### src/rtl/matrix_rx.sv
// rtl/matrix_rx.sv - LED-matrix six-wire link receiver: rebuilds the 16x16 frame and extracts the ball.
module matrix_rx #(
  parameter int SYNC_STAGES = 2
) (
  input  logic        clk,
  input  logic        reset,
  input  logic        rclk,
  input  logic        rsdi,
  input  logic        oeb,
  input  logic        csdi,
  input  logic        cclk,
  input  logic        le,
  input  logic [3:0]  rd_y,
  output logic [15:0] rd_row,
  output logic        frame_done,
  output logic        ball_valid,
  output logic [3:0]  ball_x,
  output logic [3:0]  ball_y,
  output logic        row_err
);

  // Pin vector order {le, cclk, csdi, oeb, rsdi, rclk}; idle has only oeb high.
  localparam logic [5:0] IDLE = 6'b000100;

  logic [5:0]  pins;
  logic [5:0]  sync_q [SYNC_STAGES];
  logic [5:0]  s;
  logic [3:0]  prev_q;
  logic        rclk_ev, cclk_ev, le_ev, oeb_ev;

  logic [15:0] row_sr_q, row_sr_d;
  logic [15:0] col_sr_q, col_sr_d;
  logic [15:0] col_lat_q, col_lat_d;
  logic [15:0] frame_q [16];
  logic [1:0]  pix_cnt_q, pix_cnt_d;
  logic [3:0]  cand_x_q, cand_x_d, cand_y_q, cand_y_d;
  logic        ball_valid_q, ball_valid_d;
  logic [3:0]  ball_x_q, ball_x_d, ball_y_q, ball_y_d;
  logic        frame_done_q, frame_done_d;
  logic        row_err_q, row_err_d;
  logic [15:0] rd_row_q;

  logic        onehot, commit_ok;
  logic [3:0]  commit_y, pix_x;
  logic [4:0]  pc, sum;
  logic [1:0]  pix_sat;

  assign pins = {le, cclk, csdi, oeb, rsdi, rclk};
  assign s    = sync_q[SYNC_STAGES-1];

  assign rclk_ev = s[0] & ~prev_q[0];
  assign oeb_ev  = ~s[2] & prev_q[1];
  assign cclk_ev = s[4] & ~prev_q[2];
  assign le_ev   = s[5] & ~prev_q[3];

  always_ff @(posedge clk) begin
    if (reset) begin
      for (int k = 0; k < SYNC_STAGES; k++) sync_q[k] <= IDLE;
      prev_q <= {IDLE[5], IDLE[4], IDLE[2], IDLE[0]};
    end else begin
      sync_q[0] <= pins;
      for (int k = 1; k < SYNC_STAGES; k++) sync_q[k] <= sync_q[k-1];
      prev_q <= {s[5], s[4], s[2], s[0]};
    end
  end

  always_comb begin
    row_sr_d  = rclk_ev ? {row_sr_q[14:0], s[1]} : row_sr_q;
    col_sr_d  = cclk_ev ? {col_sr_q[14:0], s[3]} : col_sr_q;
    // Latch takes the pre-shift word; a same-cycle commit sees the new latch value.
    col_lat_d = le_ev ? col_sr_q : col_lat_q;

    onehot   = (row_sr_q != 16'd0) && ((row_sr_q & (row_sr_q - 16'd1)) == 16'd0);
    commit_y = 4'd0;
    for (int i = 0; i < 16; i++) if (row_sr_q[i]) commit_y = 4'(i);

    pc    = 5'd0;
    pix_x = 4'd0;
    for (int i = 0; i < 16; i++) begin
      if (col_lat_d[i]) begin
        pc    = pc + 5'd1;
        pix_x = 4'(i);
      end
    end
    sum     = {3'd0, pix_cnt_q} + pc;
    pix_sat = (sum >= 5'd2) ? 2'd2 : sum[1:0];

    commit_ok    = oeb_ev && onehot;
    pix_cnt_d    = pix_cnt_q;
    cand_x_d     = cand_x_q;
    cand_y_d     = cand_y_q;
    ball_valid_d = ball_valid_q;
    ball_x_d     = ball_x_q;
    ball_y_d     = ball_y_q;
    frame_done_d = 1'b0;
    row_err_d    = oeb_ev && !onehot;

    if (commit_ok) begin
      pix_cnt_d = pix_sat;
      if (pc == 5'd1) begin
        cand_x_d = pix_x;
        cand_y_d = commit_y;
      end
      if (commit_y == 4'd15) begin
        ball_valid_d = (pix_sat == 2'd1);
        if (pix_sat == 2'd1) begin
          ball_x_d = cand_x_d;
          ball_y_d = cand_y_d;
        end
        frame_done_d = 1'b1;
        pix_cnt_d    = 2'd0;
      end
    end
  end

  always_ff @(posedge clk) begin
    if (reset) begin
      row_sr_q     <= 16'd0;
      col_sr_q     <= 16'd0;
      col_lat_q    <= 16'd0;
      for (int r = 0; r < 16; r++) frame_q[r] <= 16'd0;
      pix_cnt_q    <= 2'd0;
      cand_x_q     <= 4'd0;
      cand_y_q     <= 4'd0;
      ball_valid_q <= 1'b0;
      ball_x_q     <= 4'd0;
      ball_y_q     <= 4'd0;
      frame_done_q <= 1'b0;
      row_err_q    <= 1'b0;
      rd_row_q     <= 16'd0;
    end else begin
      row_sr_q     <= row_sr_d;
      col_sr_q     <= col_sr_d;
      col_lat_q    <= col_lat_d;
      if (commit_ok) frame_q[commit_y] <= col_lat_d;
      pix_cnt_q    <= pix_cnt_d;
      cand_x_q     <= cand_x_d;
      cand_y_q     <= cand_y_d;
      ball_valid_q <= ball_valid_d;
      ball_x_q     <= ball_x_d;
      ball_y_q     <= ball_y_d;
      frame_done_q <= frame_done_d;
      row_err_q    <= row_err_d;
      rd_row_q     <= frame_q[rd_y];
    end
  end

  assign rd_row     = rd_row_q;
  assign frame_done = frame_done_q;
  assign ball_valid = ball_valid_q;
  assign ball_x     = ball_x_q;
  assign ball_y     = ball_y_q;
  assign row_err    = row_err_q;

endmodule

### config.mk
export PLATFORM = sky130hd
export DESIGN_NAME = matrix_rx
export DESIGN_NICKNAME = d
export VERILOG_FILES = /design/src/rtl/matrix_rx.sv
export SDC_FILE = /design/constraint.sdc
export NUM_CORES = 1
export LEC_CHECK = 0
export CAP_MARGIN = 20
export CORE_MARGIN = 2
export CORE_UTILIZATION = 62
export DETAILED_ROUTE_END_ITERATION = 8
export GPL_TIMING_DRIVEN = 0
export PLACE_DENSITY_LB_ADDON = 0.2
export SYNTH_ARGS = -nofsm -noshare
export SYNTH_HDL_FRONTEND = slang
export SYNTH_SLANG_ARGS = --single-unit
### constraint.sdc
create_clock -name clk -period 12.8 [get_ports clk]
set_clock_uncertainty 0.15 [all_clocks]
set_input_delay 1.92 -clock clk [delete_from_list [all_inputs] [get_ports clk]]
set_output_delay 1.92 -clock clk [all_outputs]
set_load 0.05 [all_outputs]
# Word-level counts from Yosys, hierarchy flattened
# Memories as Yosys holds them, arrays and structs flattened. A register that Yosys moved wholly into a read port is not among the register bits.
# Index checks and enable logic that the tools add are counted.
# W data, S select, Z words.
[word_totals] ff_bits=73 in_bits=12 memories=2 elab_cells=120 ram_bits=268
[memory_table] memory="frame_q" words=16 word_bits=16 read_ports=1 rd_ports_with_merged_regs=1 wr=16 line="34" source="logic [15:0] frame_q [16];"
[memory_table] memory="sync_q" words=2 word_bits=6 read_ports=2 rd_ports_with_merged_regs=0 wr=2 line="26" source="logic [5:0] sync_q [SYNC_STAGES];"
[op_classes] n_eq_ne=3 muxes=63 n_addsub=17 bitwise=12 reduce_logical=10 n_lt_le_gt_ge=1
[ops] cell="$mux W4" count=31
[ops] cell="$add A5 B1 Y5 const B" count=15
[ops] cell="$mux W5" count=15
[ops] cell="$mux W16" count=2
[ops] cell="$and A16 B16 Y16" count=1
[ops] cell="$logic_not A16 Y1" count=1
[ops] cell="$reduce_bool A16 Y1" count=1
[ops] cell="$reduce_or A16 Y1" count=1
[ops] cell="$sub A16 B1 Y16 const B" count=1
[ops] cell="$mux W6" count=2
[ops] cell="$mux W1" count=11
[ops] cell="$add A2 B5 Y5" count=1
[ops] cell="$eq A5 B1 Y1 const B" count=1
[ops] cell="$ge A5 B2 Y1 const B" count=1
[ops] cell="$not A1 Y1" count=5
[ops] cell="$and A1 B1 Y1" count=4
[ops] cell="$eq A4 B4 Y1 const B" count=1
[ops] cell="$mux W2" count=2
[ops] cell="$logic_and A1 B1 Y1" count=3
[ops] cell="$reduce_and A3 Y1" count=1
[ops] cell="$eq A2 B1 Y1 const B" count=1
[ops] cell="$or A1 B1 Y1" count=2
[ops] cell="$reduce_and A2 Y1" count=1
[ops] cell="$reduce_or A2 Y1" count=1
[ops] cell="$logic_not A1 Y1" count=1

# Longest topological paths before layout
# Gate-level depths: netlist (run 1).
[depth] word_depth=39 ltp_mapped=63

# Worst setup path after synthesis (run 1)
# No wires, ideal clock.
[synth_timing] kind="reg2reg" start="register prev_q[3]" end="register ball_x_q[0] (netlist: ball_x[0])" path_slack_ns=0.984 required_ns=12.554 path_stages_with_launch=60 setup_time_ns=0.096 arrival_ns=11.571 path_cell_list="dfxtp_1 -> nand2b_1 -> buf_4 -> buf_2 -> buf_2 -> buf_2 -> mux2i_1 -> clkbuf_1 -> ha_1 -> xnor2_2 -> ha_1 -> and2_1 -> nand2b_1 -> ha_1 -> nand2b_1 -> nand2_1 -> ha_1 -> o22ai_1 -> [... 24 more ...] -> inv_1 -> ha_1 -> nor2_1 -> a31oi_1 -> ha_1 -> nand2_1 -> nand2_1 -> ha_1 -> nor2_1 -> nor2_1 -> inv_1 -> fa_1 -> nand4_1 -> nor3b_1 -> o21ai_1 -> o31a_1 -> buf_2 -> o41ai_2"
[synth_via] elab_chain_len=39 word_cells_on_any_way=56 cone_classes="16 x add/sub; 1 x order compare; 2 x eq/ne; 34 x mux; 2 x bitwise; 1 x reduce/logical"
[synth_lines] element="from (decl)" line="28" source="logic [3:0] prev_q;"
[synth_lines] element="from (signal assigned)" line="59" source="prev_q <= {IDLE[5], IDLE[4], IDLE[2], IDLE[0]};"
[synth_lines] element="from (signal assigned)" line="63" source="prev_q <= {s[5], s[4], s[2], s[0]};"
[synth_lines] element="$not A1 Y1 *" line="54" source="assign le_ev = s[5] & ~prev_q[3];"
[synth_lines] element="$and A1 B1 Y1 *" line="54"
[synth_lines] element="$mux W16 *" line="71" source="col_lat_d = le_ev ? col_sr_q : col_lat_q;"
[synth_lines] element="$mux W1" line="80" source="if (col_lat_d[i]) begin"
[synth_lines] element="$add A5 B1 Y5" line="81" source="pc = pc + 5'd1;"
[synth_lines] element="$mux W5" line="80"
[synth_lines] element="$add A5 B1 Y5" line="81"
[synth_lines] element="$mux W5" line="80"
[synth_lines] element="[... 23 more ...]"
[synth_lines] element="$mux W5" line="80"
[synth_lines] element="$add A5 B1 Y5" line="81"
[synth_lines] element="$mux W5" line="80"
[synth_lines] element="$add A2 B5 Y5" line="85" source="sum = {3'd0, pix_cnt_q} + pc;"
[synth_lines] element="$ge A5 B2 Y1" line="86" source="pix_sat = (sum >= 5'd2) ? 2'd2 : sum[1:0];"
[synth_lines] element="$mux W2" line="86"
[synth_lines] element="$eq A2 B1 Y1" line="106" source="if (pix_sat == 2'd1) begin"
[synth_lines] element="$reduce_and A3 Y1 (no line)"
[synth_lines] element="to (signal assigned)" line="140" source="ball_x_q <= ball_x_d;"
[synth_lines] element="to (decl)" line="38" source="logic [3:0] ball_x_q, ball_x_d, ball_y_q, ball_y_d;"
# Mark *: on every way between the ends. The rest lies on a longest branch, timed or not.
# A chain may end at the register's enable or synchronous reset.

# Worst setup path after layout (run 1)
[layout_timing] start="register prev_q[3]" end="register ball_y_q[2] (netlist: ball_y[2])"
[layout_via] elab_chain_len=39 word_cells_on_any_way=41 cone_classes="16 x add/sub; 1 x order compare; 2 x eq/ne; 19 x mux; 2 x bitwise; 1 x reduce/logical"
[layout_lines] element="$not A1 Y1 *" line="54"
[layout_lines] element="$and A1 B1 Y1 *" line="54"
[layout_lines] element="$mux W16 *" line="71"
[layout_lines] element="via col_lat_d[0]" line="33" source="logic [15:0] col_lat_q, col_lat_d;"
[layout_lines] element="$mux W1 *" line="80"
[layout_lines] element="$add A5 B1 Y5" line="81"
[layout_lines] element="$mux W5 *" line="80"
[layout_lines] element="$add A5 B1 Y5" line="81"
[layout_lines] element="[... 24 more ...]"
[layout_lines] element="$mux W5 *" line="80"
[layout_lines] element="$add A5 B1 Y5" line="81"
[layout_lines] element="$mux W5 *" line="80"
[layout_lines] element="$add A2 B5 Y5" line="85"
[layout_lines] element="$ge A5 B2 Y1" line="86"
[layout_lines] element="$mux W2" line="86"
[layout_lines] element="$eq A2 B1 Y1" line="106"
[layout_lines] element="$reduce_and A3 Y1 (no line)"
[layout_lines] element="to (signal assigned)" line="141" source="ball_y_q <= ball_y_d;"
[layout_lines] element="to (decl)" line="38"
# Mark *: on every way through the listed nets, which the timed path passes. The rest lies on a longest branch.

==> metrics.txt, run 1 <==
Sw Share 0.220; Hold Crit Endpoint sync_q[0][8]$_SDFF_PP1_; Post-synth top flop edfxtp_1; CTS tree yes; critical path type reg2reg; Hold Path Origin sync_q[0][2]$_SDFF_PP1_; most used cell, CP ha_1; vias per std cell 6.09; Worst-Skew Late Latency 0.54 ns; post-route design area 0.0194 sq mm; CP Max Fanout 19; Slew Limit Headroom 0.326; Worst Setup End Kind flop; Setup-failing EPs final 0; Synth Cell Area 0.0172 sq mm; FMAX 83.3 MHz; Die Ht 171 um; share of cells above drive strength 1 0.130; # IOs 39; PnR Total Power 2.50 mW; Largest delay share family, worst path adder cells; fin crit share 0.938; RR Startpoint prev_q[3]$_SDFF_PP0_; vias 11800; Fin Setup TNS 0 ns; R2R depth 58; register area share after synthesis 0.565; post-synthesis area per instance 11.7 sq um; worst endpoint data arrival time 12.27 ns; largest net degree at the start of global routing 20; clock-pin slew on the worst setup and hold paths 0.07 ns; Hold Vio Cnt, Final 0; Clk pwr share 0.435; DRT antenna net count 0; Syn-to-layout area delta 12.8%; synth warn 0; first-pass GRT wire length 64.1 mm; part of the power in registers 0.512; Mapped Cells 1468; Net Count, Synth 1498; total CTS buffers 37; P per Cell Area 129 mW/mm^2; dpl hpwl 29.7 mm; TritonRoute pass-1 iters 6; vias in the first global route 11800; CP Buf/Inv Count 10; run status finished, final reports clean; Post-DP Area 0.0180 sq mm; Slowest-stage cell, CP or4_1; min Tclk post-route 12.01 ns; Reg area 0.00971 sq mm; Slew Viols, Final 0; Post-synth EDFFs 256; Routed WL 40.6 mm; GR Overflow Total 0; clk sinks 357; CTS max path bufs 3; VDD IR-drop max 0.0000836 V; area of the multi-input gates 0.00707 sq mm; ANT cells 0; hold_buf cts 0; DRT iter0 DRCs 1172; fillers 1862; post-synthesis register bit count 357; Die Area 0.0291 sq mm; antenna violations before repair 0; CTS H-tree depth 2; die width 171 um; reg2reg setup slack 0.79 ns; fin nets 1576; Critical Path RT 13.07 ns; Residual DRC 0; Leakage 6.85 nW; routability cong. 0.875; ys async rst share 0; CP max stage delay 0.52 ns; IO buf count 33; routed length per placed instance 20.9 um; worst-margin pin slew 1.01 ns; cell internal pwr 1.95 mW; Initial Util 0.634; Max-cap violations 0; Hold Path Class reg2reg; core box area 0.0271 sq mm; combinational fraction of design power 0.053; startpoint class of the critical path flop; Hold Crit Depth 1; Root Driver clkbuf_16; worst hold slack 0.272 ns; gr usage total 0.290; Synth cell types 79; Net Sw Power 0.549 mW; row count 60; reg2reg end ball_y[2]$_SDFFE_PP0P_; post-layout util 0.715
cell usage in the layout (no fill, tap or decap), types with 25 or more instances in the layout:
cell type        count
a21oi_1             65
nor3_1              28
nor2b_1             42
clkbuf_16           38
nand2_1            136
edfxtp_1           256
clkdlybuf4s50_1     33
nand2b_1            25
nor2_1             314
dfxtp_1            101
mux4_2              80
xnor2_1             33
clkbuf_1            85
through the flow:
step / worst slack, ns / cells
after floorplan: 0.984 / 1468
after global placement: -1.15 / 1873
after detailed placement: -1.39 / 1873
after CTS: 0.0377 / 1940
after global routing: -0.0146 / 1946
final: 0.793 / 1946
cell usage after synthesis (7+ instances only):
master    count  area, sq um
nor3_1       28          140
nor2b_1      42          263
buf_1        14         52.6
inv_1        21         78.8
o41ai_2       7          114
a31oi_1      15         93.8
ha_1         17          213
nand2b_1     25          156
o21ai_0      13         65.1
edfxtp_1    256         7690
a211oi_1      7         52.6
xnor2_1      33          289
o311ai_1      8         70.1
mux2_2        9          101
dfxtp_1     101         2020
nand3_1      19         95.1
and3_1        8         50.1
mux4_2       80         1800
mux2i_1      24          240
a21oi_1      66          330
nand2_1     136          510
nor2_1      314         1180
clkbuf_1     85          319
xor2_1       11         96.3
or3_1         7         43.8
nor4_1       13         81.3
cell type report:
type	instances	share of cell area
Timing Repair Buffer	42	0.0205
Tap cell	372	0.0240
Clock buffer	44	0.0518
Sequential cell	357	0.501
Buffer	103	0.0226
Multi-Input combinational cell	984	0.365
Inverter	21	0.00407
Clock inverter	23	0.0117
layer usage:
metal  GRT usage  share of wire  vias up
met3      0.0493          0.072      102
met4       0.109          0.032        0
li1            -              -     5466
met5           0              0        -
met1       0.371           0.39     5831
met2       0.500           0.50      449
power groups by stage:
| stage | Sequential, mW | Clock [mW] | Combinational [mW] |
|---|---|---|---|
| 2_1_floorplan | 1.31 | 0 | 0.0778 |
| 3_3_place_gp | 1.30 | 0 | 0.128 |
| 5_1_grt | 1.28 | 1.13 | 0.140 |
| 3_5_place_dp | 1.30 | 0 | 0.131 |
| 6_report | 1.28 | 1.09 | 0.133 |
| 4_1_cts | 1.28 | 1.09 | 0.132 |
timing repair:
| action | 4_1_cts | 5_1_grt |
|---|---|---|
| buffers inserted | 1 | 7 |
| resized for setup | 13 | 19 |
| gates cloned | 0 | 0 |
| hold endpoints to repair | 0 | 0 |
| setup endpoints to repair | 19 | 19 |
| pin swaps | 1 | 2 |
worst max path at each step:
stage / cells past startpoint / to / slack [ns] / from
floorplan: 59 / ball_x[0]$_SDFFE_PP0P_ / 0.98 / prev_q[3]$_SDFF_PP0_
global placement: 60 / ball_x[3]$_SDFFE_PP0P_ / -1.15 / prev_q[3]$_SDFF_PP0_
detailed placement: 60 / ball_y[2]$_SDFFE_PP0P_ / -1.39 / prev_q[3]$_SDFF_PP0_
CTS: 60 / ball_y[2]$_SDFFE_PP0P_ / 0.04 / prev_q[3]$_SDFF_PP0_
global route: 58 / ball_y[2]$_SDFFE_PP0P_ / -0.01 / prev_q[3]$_SDFF_PP0_
finish: 58 / ball_y[2]$_SDFFE_PP0P_ / 0.79 / prev_q[3]$_SDFF_PP0_
sequential cells by signal (all words and copies together), names as in the netlist:
register and flops:
row_err 1, ball_x 4, sync_q 12, col_lat_q 16, row_sr_q 16, frame_done 1
cand_y_q 4, prev_q 4, pix_cnt_q 2, cand_x_q 4, ball_y 4, frame_q 256
ball_valid 1, rd_row 16, col_sr_q 16
logic make-up after synthesis:
kind of cell               after synthesis  synth area share
DFF                                    357             0.565
muxes                                  114             0.126
and+or+nand+nor                        622             0.159
AOI/OAI and AO/OA                      173            0.0696
adders and majority gates               19            0.0141
buffers and inverters                  127            0.0284
xor gates and xnor gates                56            0.0381
Power figures use the tool's default switching activity.
==> inputs of run 2 (changes only) <==
CORE_ASPECT_RATIO = 0.75   (was unset)
CORE_UTILIZATION = 67   (was 62)
REMOVE_ABC_BUFFERS = 1   (was unset)
clock period = 14.6 ns   (was 12.8 ns; I/O delays follow)
==> run 2 against run 1 <==
Fmax fell by 6.2%. Wire length rose by 3.3%. Design area fell by 1.2%. Largest power group unchanged. Clock power fell by 14%. Non-clock buffer count fell by 87. Cell count fell by 6.4%. Critical path depth fell by 3. Die area fell by 7.2%. Total power fell by 13%. Sequential share of layout area rose by 0.63 points.
==> metrics.txt, run 2 (synthesized netlist as in run 1, its figures left out) <==
worst-margin pin slew 1.09 ns; reg2reg setup slack 1.80 ns; min Tclk post-route 12.80 ns; CTS H-tree depth 2; CTS tree yes; # IOs 39; Critical Path RT 14.83 ns; vias in the first global route 11600; Worst-Skew Late Latency 0.52 ns; first-pass GRT wire length 65.5 mm; Setup-failing EPs final 0; clock-pin slew on the worst setup and hold paths 0.06 ns; share of cells above drive strength 1 0.140; gr usage total 0.320; dpl hpwl 26.8 mm; RSZ-0062 raised after global routing no; antenna violations before repair 2; most frequent cells in the layout nor2_1 (314), edfxtp_1 (256), nand2_1 (136); post-layout util 0.763; Hold Vio Cnt, Final 0; postcts setup bufs 0; CTS max path bufs 3; Reg with most FFs frame_q; total CTS buffers 35; placed insts 1757; critical path type reg2reg; global route hottest layer met2; max reg flops 256; CP max stage delay 0.56 ns; Residual DRC 0; hold_buf cts 0; worst endpoint data arrival time 13.03 ns; Root Driver clkbuf_16; Die Area 0.0270 sq mm; Leakage 6.72 nW; TritonRoute pass-1 iters 6; routability cong. 0.858; routed length per placed instance 23.0 um; most common cell after layout, fill and taps aside nor2_1; VDD IR-drop max 0.000113 V; FMAX 78.1 MHz; run status finished, final reports clean; ANT cells 0; CP Max Fanout 10; worst hold slack 0.266 ns; post-CTS sizing 0; Fin Setup TNS 0 ns; M1 GR Usage 0.448; fin crit share 0.877; die width 189 um; Slew Limit Headroom 0.271; Initial Util 0.685; Worst Setup End Kind flop; vias per std cell 6.48; GR Overflow Total 0; post-place setup slack 2.18 ns; Routed WL 41.9 mm; row count 50; DRT iter0 DRCs 1496; vias 11800; IO buf count 38; Layout Cells excl Fill 1822; Hold Path Class reg2reg; most used cell, CP ha_1; P per Cell Area 114 mW/mm^2; final worst setup slack 1.80 ns; met2 Usage GRT 0.505; startpoint class of the critical path flop; Slew Viols, Final 0; Syn-to-layout area delta 11.4%; Max-cap violations 0; Slowest-stage cell, CP fa_1; clk sinks 357; DRT antenna net count 0; Die Ht 143 um; fin nets 1487; met3 Usage GRT 0.0659; largest net degree at the start of global routing 90; core box area 0.0251 sq mm
[run 2: cell types whose count changed in the layout (fill, tap and decap cells not counted), moves of 7 or more]
| cell | change |
|---|---|
| mux2i_2 | +11 |
| mux2i_1 | -13 |
| buf_8 | +8 |
| buf_1 | -14 |
| clkbuf_1 | -77 |
| clkinv_2 | -7 |
[run 2: final cells by class]
class / count / area, sq um
Sequential cell: 357 / 9710
Inverter: 21 / 78.8
Tap cell: 338 / 423
Fill cell: 1523 / 5940
Clock buffer: 48 / 986
Multi-Input combinational cell: 984 / 7080
Timing Repair Buffer: 58 / 674
Clock inverter: 16 / 199
[run 2: routing by layer]
layer / wire length [um] / vias up
met5: 0 / -
met4: 1450 / 0
met3: 4390 / 90
met2: 19600 / 706
met1: 16500 / 5738
li1: - / 5277
[run 2: path summary, 6_finish.rpt]
check	to	start	cells after the start
worst min-delay path	sync_q[0][8]$_SDFF_PP1_	sync_q[0][2]$_SDFF_PP1_	1
worst max register to register	ball_x[2]$_SDFFE_PP0P_	prev_q[3]$_SDFF_PP0_	55
worst max-delay path	ball_x[2]$_SDFFE_PP0P_	prev_q[3]$_SDFF_PP0_	55
worst min register to register	sync_q[0][8]$_SDFF_PP1_	sync_q[0][2]$_SDFF_PP1_	1
[run 2: report_power, final]
part	total (mW)	leakage, nW	switching (mW)	internal, mW
clock	0.938	0.577	0.390	0.548
combinational	0.120	2.68	0.0708	0.0493
sequential	1.12	3.46	0.00947	1.11
total	2.18	6.72	0.470	1.71
[run 2: critical path: cells and delay by family (launching register included)]
family	cells	cell delay, ns
adder cells (fa/ha/maj)	15	4.68
AND/OR/NAND/NOR	20	2.82
multiplexers	2	0.75
buffers and inverters	5	0.44
flip-flops	1	0.40
AO/OA/AOI/OAI	13	3.41
[run 2: stage by stage]
stage               area [sq um]  power (mW)
floorplan                  16800        1.21
global placement           17600        1.26
global route               19100        2.23
finish                     19100        2.18
CTS                        19100        2.18
detailed placement         18000        1.26
==> inputs of run 3 (changes only) <==
CTS_CLUSTER_SIZE = 28   (was unset)
==> results of run 3 <==
No change in the layout: final DEF, timing and power equal those of run 2.
